$ cat config.mk
export PLATFORM = sky130hd
export DESIGN_NAME = pump_scheduler_flat
export DESIGN_NICKNAME = d
export VERILOG_FILES = /design/src/rtl/pump_scheduler_pkg.sv /design/src/rtl/pump_scheduler_if.sv /design/src/rtl/pump_scheduler_sec_tick_gen.sv /design/src/rtl/pump_scheduler.sv /design/src/flat_wrapper.sv
export SDC_FILE = /design/constraint.sdc
export NUM_CORES = 1
export LEC_CHECK = 0
export CORE_ASPECT_RATIO = 0.75
export CORE_MARGIN = 2
export CORE_UTILIZATION = 30
export DETAILED_ROUTE_END_ITERATION = 8
export GPL_ROUTABILITY_DRIVEN = 0
export SYNTH_ARGS = -nofsm -noshare
export SYNTH_HDL_FRONTEND = slang
export SYNTH_SLANG_ARGS = --single-unit
$ cat constraint.sdc
create_clock -name clk -period 2.2 [get_ports clk]
set_input_delay 0.22 -clock clk [delete_from_list [all_inputs] [get_ports clk]]
set_output_delay 0.22 -clock clk [all_outputs]
set_load 0.02 [all_outputs]
$ cat src/rtl/pump_scheduler_pkg.sv
// Shared encodings and widths for the diffuser pump scheduler.
// State codes double as the debug/LCD encoding on state_out.
package pump_sched_pkg;

    localparam int REMAIN_W = 13;
    localparam int PHASE_W  = 7;

    typedef enum logic [1:0] {
        ST_IDLE   = 2'd0,
        ST_SPRAY  = 2'd1,
        ST_PAUSE  = 2'd2,
        ST_MANUAL = 2'd3
    } state_t;

    typedef enum logic [1:0] {
        SCENT_COTTON  = 2'd0,
        SCENT_WOODY   = 2'd1,
        SCENT_CITRUS  = 2'd2,
        SCENT_INVALID = 2'd3
    } scent_t;

    typedef enum logic [1:0] {
        TIMER_T0      = 2'd0,
        TIMER_T1      = 2'd1,
        TIMER_T2      = 2'd2,
        TIMER_INVALID = 2'd3
    } timer_t;

    // Pump drive for a scent code; the invalid code drives nothing.
    function automatic logic [2:0] scent_onehot(input logic [1:0] scent);
        return 3'b001 << scent;
    endfunction

endpackage

$ cat src/rtl/pump_scheduler_if.sv
// Command/menu inputs and pump/LCD outputs between the mode controller
// (master) and the pump scheduler (slave).
interface pump_scheduler_if;
    import pump_sched_pkg::*;

    logic                pump_on;
    logic                pump_off;
    logic                manual_on;
    logic [1:0]          scent_sel;
    logic [1:0]          timer_sel;
    logic [2:0]          pump_en;
    logic                running;
    logic [REMAIN_W-1:0] remain_sec;
    logic [1:0]          state_out;

    modport master (
        output pump_on, pump_off, manual_on, scent_sel, timer_sel,
        input  pump_en, running, remain_sec, state_out
    );

    modport slave (
        input  pump_on, pump_off, manual_on, scent_sel, timer_sel,
        output pump_en, running, remain_sec, state_out
    );

endinterface

$ cat src/rtl/pump_scheduler_sec_tick_gen.sv
// One-second prescaler: counts 0..TICK_DIV-1 while enabled and pulses tick
// for one cycle at terminal count. clr restarts the second from zero.
module sec_tick_gen #(
    parameter int TICK_DIV = 1_000_000
) (
    input  logic clk,
    input  logic reset,
    input  logic en,
    input  logic clr,
    output logic tick
);

    localparam int            CW   = (TICK_DIV > 1) ? $clog2(TICK_DIV) : 1;
    localparam logic [CW-1:0] TERM = CW'(TICK_DIV - 1);

    logic [CW-1:0] cnt;

    // NOTE: sequential state uses non-blocking assignments so every register
    // samples pre-edge values, independent of block ordering.
    always_ff @(posedge clk or negedge reset) begin
        if (!reset) begin
            cnt <= '0;
        end else if (clr) begin
            cnt <= '0;
        end else if (en) begin
            cnt <= (cnt == TERM) ? '0 : cnt + CW'(1);
        end
    end

    assign tick = en && (cnt == TERM);

endmodule

$ cat src/rtl/pump_scheduler.sv
// Diffuser pump session sequencer: spray/pause duty cycling for a timed
// session, single manual sprays, and remaining-time export for the LCD.
// Optional PUMP_SCHED_LIVE_SCENT_EN: scent re-sampled at each PAUSE->SPRAY.
module pump_scheduler
    import pump_sched_pkg::*;
#(
    parameter int TICK_DIV     = 1_000_000,
    parameter int SPRAY_SEC    = 5,
    parameter int INTERVAL_SEC = 60,
    parameter int T0_SEC       = 1800,
    parameter int T1_SEC       = 3600,
    parameter int T2_SEC       = 7200
) (
    input logic              clk,
    input logic              reset,
    pump_scheduler_if.slave  bus
);

    localparam logic [REMAIN_W-1:0] T0_LD    = REMAIN_W'(T0_SEC);
    localparam logic [REMAIN_W-1:0] T1_LD    = REMAIN_W'(T1_SEC);
    localparam logic [REMAIN_W-1:0] T2_LD    = REMAIN_W'(T2_SEC);
    localparam logic [REMAIN_W-1:0] ONE_R    = REMAIN_W'(1);
    localparam logic [PHASE_W-1:0]  SPRAY_LD = PHASE_W'(SPRAY_SEC);
    localparam logic [PHASE_W-1:0]  PAUSE_LD = PHASE_W'(INTERVAL_SEC - SPRAY_SEC);
    localparam logic [PHASE_W-1:0]  ONE_P    = PHASE_W'(1);

    if (T0_SEC > (1 << REMAIN_W) - 1 || T1_SEC > (1 << REMAIN_W) - 1 ||
        T2_SEC > (1 << REMAIN_W) - 1) begin : g_bad_session_len
        $error("session length does not fit remain_sec");
    end
    if (INTERVAL_SEC <= SPRAY_SEC || SPRAY_SEC < 1 ||
        INTERVAL_SEC - SPRAY_SEC > (1 << PHASE_W) - 1 ||
        SPRAY_SEC > (1 << PHASE_W) - 1) begin : g_bad_phase_len
        $error("spray/interval lengths invalid for phase counters");
    end

    state_t              state;
    logic [1:0]          scent_lat;
    logic [REMAIN_W-1:0] remain;
    logic [PHASE_W-1:0]  spray_cnt;
    logic [PHASE_W-1:0]  pause_cnt;
    logic [2:0]          pump_en_q;
    logic                running_q;

    logic                tick;
    logic                on_ok;
    logic                manual_ok;
    logic                tick_done;
    logic                to_idle;
    logic                tick_clr;
    logic                tick_en;
    logic [1:0]          spray_scent;
    logic [REMAIN_W-1:0] t_load;

    assign on_ok     = bus.pump_on && (bus.scent_sel != SCENT_INVALID) &&
                       (bus.timer_sel != TIMER_INVALID);
    assign manual_ok = bus.manual_on && (state == ST_IDLE) &&
                       (bus.scent_sel != SCENT_INVALID);

    // Session expiry outranks phase changes; manual ends on its last spray second.
    assign tick_done = tick && ((((state == ST_SPRAY) || (state == ST_PAUSE)) && remain == ONE_R) ||
                                ((state == ST_MANUAL) && spray_cnt == ONE_P));
    assign to_idle   = bus.pump_off || (!on_ok && tick_done);

    assign tick_clr  = bus.pump_off || on_ok || manual_ok;
    assign tick_en   = (state != ST_IDLE);

`ifdef PUMP_SCHED_LIVE_SCENT_EN
    assign spray_scent = (bus.scent_sel != SCENT_INVALID) ? bus.scent_sel : scent_lat;
`else
    assign spray_scent = scent_lat;
`endif

    // NOTE: every path assigns t_load (default first), so no latch is inferred.
    always_comb begin
        t_load = '0;
        unique case (bus.timer_sel)
            TIMER_T0: t_load = T0_LD;
            TIMER_T1: t_load = T1_LD;
            TIMER_T2: t_load = T2_LD;
            default:  t_load = '0;
        endcase
    end

    sec_tick_gen #(
        .TICK_DIV (TICK_DIV)
    ) u_tick (
        .clk   (clk),
        .reset (reset),
        .en    (tick_en),
        .clr   (tick_clr),
        .tick  (tick)
    );

    always_ff @(posedge clk or negedge reset) begin
        if (!reset) begin
            state     <= ST_IDLE;
            scent_lat <= '0;
            remain    <= '0;
            spray_cnt <= '0;
            pause_cnt <= '0;
            pump_en_q <= '0;
            running_q <= 1'b0;
        end else if (to_idle) begin
            state     <= ST_IDLE;
            remain    <= '0;
            spray_cnt <= '0;
            pause_cnt <= '0;
            pump_en_q <= '0;
            running_q <= 1'b0;
        end else if (on_ok) begin
            state     <= ST_SPRAY;
            scent_lat <= bus.scent_sel;
            remain    <= t_load;
            spray_cnt <= SPRAY_LD;
            pause_cnt <= '0;
            pump_en_q <= scent_onehot(bus.scent_sel);
            running_q <= 1'b1;
        end else if (manual_ok) begin
            state     <= ST_MANUAL;
            scent_lat <= bus.scent_sel;
            spray_cnt <= SPRAY_LD;
            pump_en_q <= scent_onehot(bus.scent_sel);
            running_q <= 1'b1;
        end else if (tick) begin
            unique case (state)
                ST_SPRAY: begin
                    remain <= remain - ONE_R;
                    if (spray_cnt == ONE_P) begin
                        spray_cnt <= '0;
                        pause_cnt <= PAUSE_LD;
                        pump_en_q <= '0;
                        state     <= ST_PAUSE;
                    end else begin
                        spray_cnt <= spray_cnt - ONE_P;
                    end
                end
                ST_PAUSE: begin
                    remain <= remain - ONE_R;
                    if (pause_cnt == ONE_P) begin
                        pause_cnt <= '0;
                        spray_cnt <= SPRAY_LD;
                        scent_lat <= spray_scent;
                        pump_en_q <= scent_onehot(spray_scent);
                        state     <= ST_SPRAY;
                    end else begin
                        pause_cnt <= pause_cnt - ONE_P;
                    end
                end
                ST_MANUAL: spray_cnt <= spray_cnt - ONE_P;
                default: ;
            endcase
        end
    end

    assign bus.pump_en    = pump_en_q;
    assign bus.running    = running_q;
    assign bus.remain_sec = remain;
    assign bus.state_out  = state;

endmodule

$ cat src/flat_wrapper.sv
// flat-port wrapper written by rule: the top's interface ports become plain ports
module pump_scheduler_flat import pump_sched_pkg::*;
#(
    parameter int TICK_DIV     = 1_000_000,
    parameter int SPRAY_SEC    = 5,
    parameter int INTERVAL_SEC = 60,
    parameter int T0_SEC       = 1800,
    parameter int T1_SEC       = 3600,
    parameter int T2_SEC       = 7200
)
  (clk, reset, bus_pump_on, bus_pump_off, bus_manual_on, bus_scent_sel, bus_timer_sel, bus_pump_en, bus_running, bus_remain_sec, bus_state_out);
  pump_scheduler_if bus_i ();
  input logic clk;
  input logic reset;
  input wire logic [$bits(bus_i.pump_on)-1:0] bus_pump_on;
  input wire logic [$bits(bus_i.pump_off)-1:0] bus_pump_off;
  input wire logic [$bits(bus_i.manual_on)-1:0] bus_manual_on;
  input wire logic [$bits(bus_i.scent_sel)-1:0] bus_scent_sel;
  input wire logic [$bits(bus_i.timer_sel)-1:0] bus_timer_sel;
  output wire logic [$bits(bus_i.pump_en)-1:0] bus_pump_en;
  output wire logic [$bits(bus_i.running)-1:0] bus_running;
  output wire logic [$bits(bus_i.remain_sec)-1:0] bus_remain_sec;
  output wire logic [$bits(bus_i.state_out)-1:0] bus_state_out;
  assign bus_i.pump_on = bus_pump_on;
  assign bus_i.pump_off = bus_pump_off;
  assign bus_i.manual_on = bus_manual_on;
  assign bus_i.scent_sel = bus_scent_sel;
  assign bus_i.timer_sel = bus_timer_sel;
  assign bus_pump_en = bus_i.pump_en;
  assign bus_running = bus_i.running;
  assign bus_remain_sec = bus_i.remain_sec;
  assign bus_state_out = bus_i.state_out;
  pump_scheduler #(.TICK_DIV(TICK_DIV), .SPRAY_SEC(SPRAY_SEC), .INTERVAL_SEC(INTERVAL_SEC), .T0_SEC(T0_SEC), .T1_SEC(T1_SEC), .T2_SEC(T2_SEC)) u_core (.clk(clk), .reset(reset), .bus(bus_i));
endmodule
==> impl.org <==
** Clocking
- TritonCTS buffer count :: 5
- Counting along the longest clock path gives a buffer depth of 2.
- CTS clk-pin slew, worst paths :: 0.07 ns
- Clock tree root driver cell :: clkbuf_16
- # H-tree levels :: 2
- At the later pin of the worst-skew pair, clock insertion delay measures 0.30 ns.
- Clock tree from TritonCTS :: built
- Clock tree sinks :: 55

** Placement
- In this run, placement finished with an instance count of 650.
- The count of buffers added on input and output ports is 27.
- Before CTS, the worst setup slack after placement is -0.281 ns.
- Once detailed placement completed, the half-perimeter wirelength came to a little under 8000 um.

** Route
- Sum of met3 wire segment lengths after detailed routing :: about 470 um
- Post-Route M1 WL :: 5240 um
- The pre-antenna-repair detailed-routing pass consisted of 4 iterations.
- Final WL :: about 10000 um
- Dividing the detail-routed via count by the number of cells gives 5.20.
- After detailed routing, no signal wire sits above met4.
- DRC violation count after routing :: 0
- Number of vias in the routed layout :: 3473
- Once detail routing completed, the nets flagged for antenna violations numbered 0.
- The detailed router finished its first iteration with roughly 300 violations.
- Total met2 wirelength after detailed routing :: 4320 um
- Mean routed wirelength per cell :: 15.1 um

** Global routing
- Gr ovfl total :: 0
- Initial antenna violation count :: 0
- Global-route wire length before repair :: 17000 um
- Entering global routing, the biggest net connects 24 pins.
- GR Util All Layers :: 0.168
- Vias in the first global route :: 3373

** STA
- Final setup fails :: 0
- The worst path needs roughly 2.2 ns of the cycle, external delays included.
- For the pin with the worst max-slew slack, the measured transition is 0.606 ns.
- Final hold vios :: 0
- Max-slew violation count :: 0
- In the finished design, the share of the clock period the worst path needs comes to 0.978.
- Setup slack on the critical path of the routed design comes to around 0.049 ns.
- Headroom to the max-slew limit :: 0.593
- Unrepaired setup endpoints after global routing :: yes
- On the final layout, the worst clock skew is 0.00639 ns.
- Derived from the worst setup path, the maximum achievable clock frequency is 0.465 GHz.

** Synth
- For this run, asynchronously set or reset flops after synthesis account for 1.00.
- Most instantiated flip-flop cell in the synthesis netlist :: dfrtp_1
- By area the synthesized netlist is led by dfrtp_1 (39%), ha_1 (6.1%), nor2_1 (3.6%).
- Post-synth design cell area :: 3510 um^2
- FF+latch count, synth :: 55
- Gate count after technology mapping :: 386
- Yosys warns :: 0
- Number of flops mapped to enable cells by yosys :: 0
- In this run the mean area of a mapped cell was 9.10 um^2.
- After synthesis, the most frequently instantiated cells are dfrtp_1 (55), nor2_1 (34), nand2_1 (32), o21ai_0 (24), a21oi_1 (21).
- Library cells used by synthesis :: 62
- Library cell occupying the most area in the post-synthesis netlist :: dfrtp_1
- Most frequent cell after synthesis :: dfrtp_1
- The number of nets handed over by synthesis was 412.
- Area share of the leading cell type in the synthesized netlist :: 0.392
- For this run, the register share of the synthesized area comes to 0.392.

** Floorplanning
- In this run the count of I/O pins placed on the die edge is 28.
- Core ar. :: around 12000 um^2
- Die outline height :: 97.7 um
- Die ar. :: between 10000 and 15000 um^2
- The initial utilization of the core area, before any placement, comes to 0.305.
- Die Wd :: approximately 130 um
- Rows :: 34

** Setup path
- Cells on worst reg2reg path :: 7
- Kind of start point of the critical path :: input port
- The startpoint identified for the worst register-to-register timing path is u_core.bus.state_out[0]$_DFFE_PN0P_.
- Required time of the critical path :: approximately 2.4 ns
- Crit Path Max Fanout :: 3
- Tracing the worst setup path back leads to its startpoint at bus_timer_sel[0].
- Flop-to-flop setup slack :: about 0.08 ns
- On the critical path, the stage with the largest delay is an instance of or4_4.
- STA classifies the critical path endpoint as a flop.
- STA puts the critical path data arrival time at 2.38 ns.
- The critical path goes through clkdlybuf4s50_1 > ha_2 > nand2b_4 > a22o_1 > a311o_1 > or4_4 > a21boi_2.
- Critical Path Max Stage Delay :: 0.55 ns
- The worst register-to-register path ends at u_core.u_tick.cnt[19]$_DFFE_PN0P_.
- The setup path with the least slack is of type input port to flop.

** Layout
- Share of layout cells above drive strength 1 :: 0.277
- The sequential cells in the finished layout cover a total of 1380 um^2.
- Antenna cell count :: 0
- Fill cells :: ~1100
- Once layout is complete, the cells apart from fillers number 668.
- Area of combinational cells with multiple inputs :: 2100 um^2
- Relative to the synthesized area, the layout overhead comes to 39.6%.
- Final net count :: 532

** Pwr
- Internal portion of total power :: 2.02 mW
- Of the total power, the share spent switching nets is 0.325.
- The share of total power dissipated in combinational logic is 0.367.
- Dividing total power by cell area gives a power density of about 600 nW/um^2.
- Clock power share :: 0.259
- For this design the total switching power over the nets is between 0.9 and 1 mW.
- Largest voltage drop on the vdd net :: 424 uV
- The share of total power dissipated in sequential elements is 0.374.
- Reported leakage power :: about 2.2 nW

** Run status
- The run finished with clean final reports.

** Min path
- The path class of the tightest hold or removal check is input port to asynchronous set/reset pin.

** Run
- Across the run, the number of max-cap violations was 0.
-- cells by family after synthesis --
group	after synthesis	synth area share
AO/OA/AOI/OAI	106	0.203
XOR/XNOR	14	0.0349
adder cells (fa/ha/maj)	17	0.0605
buffers and inverters	31	0.0370
flip-flops	55	0.392
multiplexers	8	0.0253
AND/OR/NAND/NOR	155	0.248
-- cells in the final DEF (no fill, tap or decap), types with 5 or more instances in the layout --
cell and count:
dfrtp_1 53, mux2_2 7, or3_1 6, nor3_1 17
xor2_1 8, o31ai_1 10, o21ai_0 22, nor2b_1 7
inv_1 16, nor4_1 6, nand3_1 15, nand4_1 6
o2bb2ai_1 5, clkbuf_16 5, ha_1 14, a21o_1 8
xnor2_1 6, nor2_1 34, nand2_1 31, clkdlybuf4s50_1 26
buf_4 92, a21oi_1 18
-- metrics by stage --
stage	TNS, ns	cell area (um^2)	util	power [mW]	hold slack (ns)
2_1_floorplan	-0.0366	3540	-	1.67	-0.0756
3_3_place_gp	-4.16	4600	0.399	2.11	0.129
3_5_place_dp	-6.27	4600	0.399	2.14	0.135
4_1_cts	0	4780	0.414	2.94	0.351
5_1_grt	-0.0702	4910	0.426	3.17	0.360
6_report	0	4910	0.426	2.99	0.355
-- critical path, delay by kind of cell --
kind / cells / cell delay (ns)
buf+inv: 1 / 0.43
compound gates: 3 / 0.78
fa+ha+maj: 1 / 0.23
simple gates: 2 / 0.71
-- power groups by stage --
| stage | clock, mW | sequential, mW | combinational, mW |
|---|---|---|---|
| finish | 0.774 | 1.12 | 1.10 |
| global route | 0.846 | 1.13 | 1.20 |
| CTS | 0.798 | 1.12 | 1.02 |
| detailed placement | 0 | 1.14 | 0.998 |
| global placement | 0 | 1.14 | 0.979 |
| floorplan | 0 | 1.20 | 0.469 |
-- state kept, by name, summed over array words and instances (netlist names) --
name,cells
u_core.bus.pump_en,3
u_core.bus.remain_sec,13
u_core.bus.running,1
u_core.bus.state_out,2
u_core.pause_cnt,7
u_core.scent_lat,2
u_core.spray_cnt,7
u_core.u_tick.cnt,20
-- timing repair --
| action | CTS | global route |
|---|---|---|
| endpoints found under the setup margin | 11 | 30 |
| resized for setup | 3 | 19 |
| pin swaps | 0 | 4 |
| hold buffers | 1 | 0 |
| cloned | 1 | 0 |
| buffers inserted | 1 | 8 |
| endpoints found under the hold margin | 11 | 0 |
-- layer usage --
layer  GRT usage  vias to the layer above
met5           0                        -
met4      0.0309                        0
met3      0.0325                        7
met2       0.244                       85
met1       0.259                     1709
li1            -                     1672
-- how the worst max path moves through the flow --
stage / end
after CTS: u_core.u_tick.cnt[19]$_DFFE_PN0P_
after global routing: u_core.pause_cnt[6]$_DFFE_PN0P_
after detailed placement: u_core.u_tick.cnt[19]$_DFFE_PN0P_
after floorplan: u_core.u_tick.cnt[19]$_DFFE_PN0P_
final: u_core.u_tick.cnt[19]$_DFFE_PN0P_
after global placement: u_core.u_tick.cnt[19]$_DFFE_PN0P_
-- layout make-up --
cell class / count / area share
clock buffers: 7 / 0.0270
inverters: 20 / 0.0153
multi-input cells: 301 / 0.429
flip-flops and latches: 55 / 0.281
well taps: 162 / 0.0413
repair buffers: 123 / 0.206
(Power assumes the default switching activity.)
==> patch: new RTL, same flow settings <==
`TICK_DIV` is set to 1_000_000 in 3 places; all go to 500_000.
--- a/src/rtl/pump_scheduler_sec_tick_gen.sv
+++ b/src/rtl/pump_scheduler_sec_tick_gen.sv
@@ -3,3 +3,3 @@
 module sec_tick_gen #(
-    parameter int TICK_DIV = 1_000_000
+    parameter int TICK_DIV = 500_000
 ) (
--- a/src/rtl/pump_scheduler.sv
+++ b/src/rtl/pump_scheduler.sv
@@ -6,3 +6,3 @@
 #(
-    parameter int TICK_DIV     = 1_000_000,
+    parameter int TICK_DIV     = 500_000,
     parameter int SPRAY_SEC    = 5,
--- a/src/flat_wrapper.sv
+++ b/src/flat_wrapper.sv
@@ -3,3 +3,3 @@
 #(
-    parameter int TICK_DIV     = 1_000_000,
+    parameter int TICK_DIV     = 500_000,
     parameter int SPRAY_SEC    = 5,
Behaviour: no difference found for any inputs over 10 cycles, from zero or initial values and one cycle with reset low; that may be too few to reach the edited logic, so the function may still have changed.
==> patch against the original RTL <==
- the flow now finishes with violations (negative setup slack)
- sequential cell count fell by 1
- critical endpoint is now u_core.scent_lat[1]
- largest cell class unchanged
- highest routed layer unchanged
- power fell by 4.0%
- final area rose by 8.2%
- area after synthesis rose by 0.32%
- setup slack got worse by 0.55 ns
- wire length rose by 11%
- critical path depth rose by 2
- fmax fell by 20%
==> patch: results <==
set metrics [dict create \
    cts_resized 37 \
    p_leak_uw 0.00234 \
    placed_area_um2 4730 \
    clockPowerShare_pct 28.2 \
    setup_violations 35 \
    track_usage_pct 17.3 \
    critPathTopFamily "simple AND/OR/NAND/NOR gates" \
    grt_pass1_wl_um 17300 \
    grt_pass1_vias 3477 \
    ys_types 67 \
    drtIter0Drc 212 \
    max_stage_delay_ns 0.46 \
    fin_nets 556 \
    synth_area_leaders "dfrtp_1 (38%), ha_1 (6.0%), nor2_1 (4.6%), a21oi_1 (4.0%), o21ai_0 (3.1%)" \
    cp_max_fo 7 \
    power.switching_uw 944 \
    vias 3619 \
    fillers 1079 \
    violations "negative setup slack" \
    largest_register_ffs 19 \
    ys_top_cells_by_count "dfrtp_1 (54), nor2_1 (43), a21oi_1 (28)" \
    outcome "finished, violations left" \
    irDropWorstVdd_mv 0.332 \
    worstMarginPinSlew_ns 0.737 \
    sequentialPower_uw 1080 \
    postLayoutSetupSlackWorst_ns -0.505 \
]
-- patch: final cells by class --
| cell class | count | area share, % |
|---|---|---|
| sequential | 54 | 25.5 |
| timing repair buffer | 147 | 23.7 |
| tap | 162 | 3.82 |
| inverter | 18 | 1.27 |
| multi-input combinational | 304 | 43.0 |
| clock inverter | 2 | 0.259 |
| clock buffer | 6 | 2.43 |
-- patch: worst paths after layout --
check                                        start                 endpoint  cells past startpoint  slack [ns]
setup / recovery           u_core.bus.state_out[1]      u_core.scent_lat[1]                      9       -0.50
hold / removal                               reset     u_core.u_tick.cnt[4]                      2        0.06
setup reg to reg           u_core.bus.state_out[1]      u_core.scent_lat[1]                      9       -0.50
hold reg to reg                u_core.spray_cnt[6]      u_core.spray_cnt[6]                      1        0.49
max in group asynchronous                    reset  u_core.bus.state_out[0]                      2        1.60
min in group clk               u_core.spray_cnt[6]      u_core.spray_cnt[6]                      1        0.49
-- patch: through the flow --
step | utilization, % | std cells | TNS [ns]
2_1_floorplan | - | 386 | -14.08
3_3_place_gp | 41.0 | 664 | -13.10
3_5_place_dp | 41.0 | 664 | -15.33
4_1_cts | 44.4 | 686 | -13.09
5_1_grt | 46.0 | 693 | -16.59
6_report | 46.0 | 693 | -13.58
-- patch: layer usage --
layer	share of wire, %	global-route usage, %	vias to the layer above
li1	-	-	1712
met1	49	25.4	1793
met2	44	26.0	101
met3	5.5	3.34	13
met4	1.2	4.26	0
met5	0	0	-
-- patch: cells by family (layout without fill, tap and decap cells) --
kind of cell             after synthesis  in the layout  share of synthesized area, %
AND/OR/NAND/NOR                      164            165                          26.8
AO/OA/AOI/OAI                         99             99                          18.6
flip-flops                            54             54                          38.3
buffers and inverters                 29            173                          3.76
adder cells (fa/ha/maj)               17             17                          6.03
XOR/XNOR                              16             16                          3.98
multiplexers                           7              7                          2.45
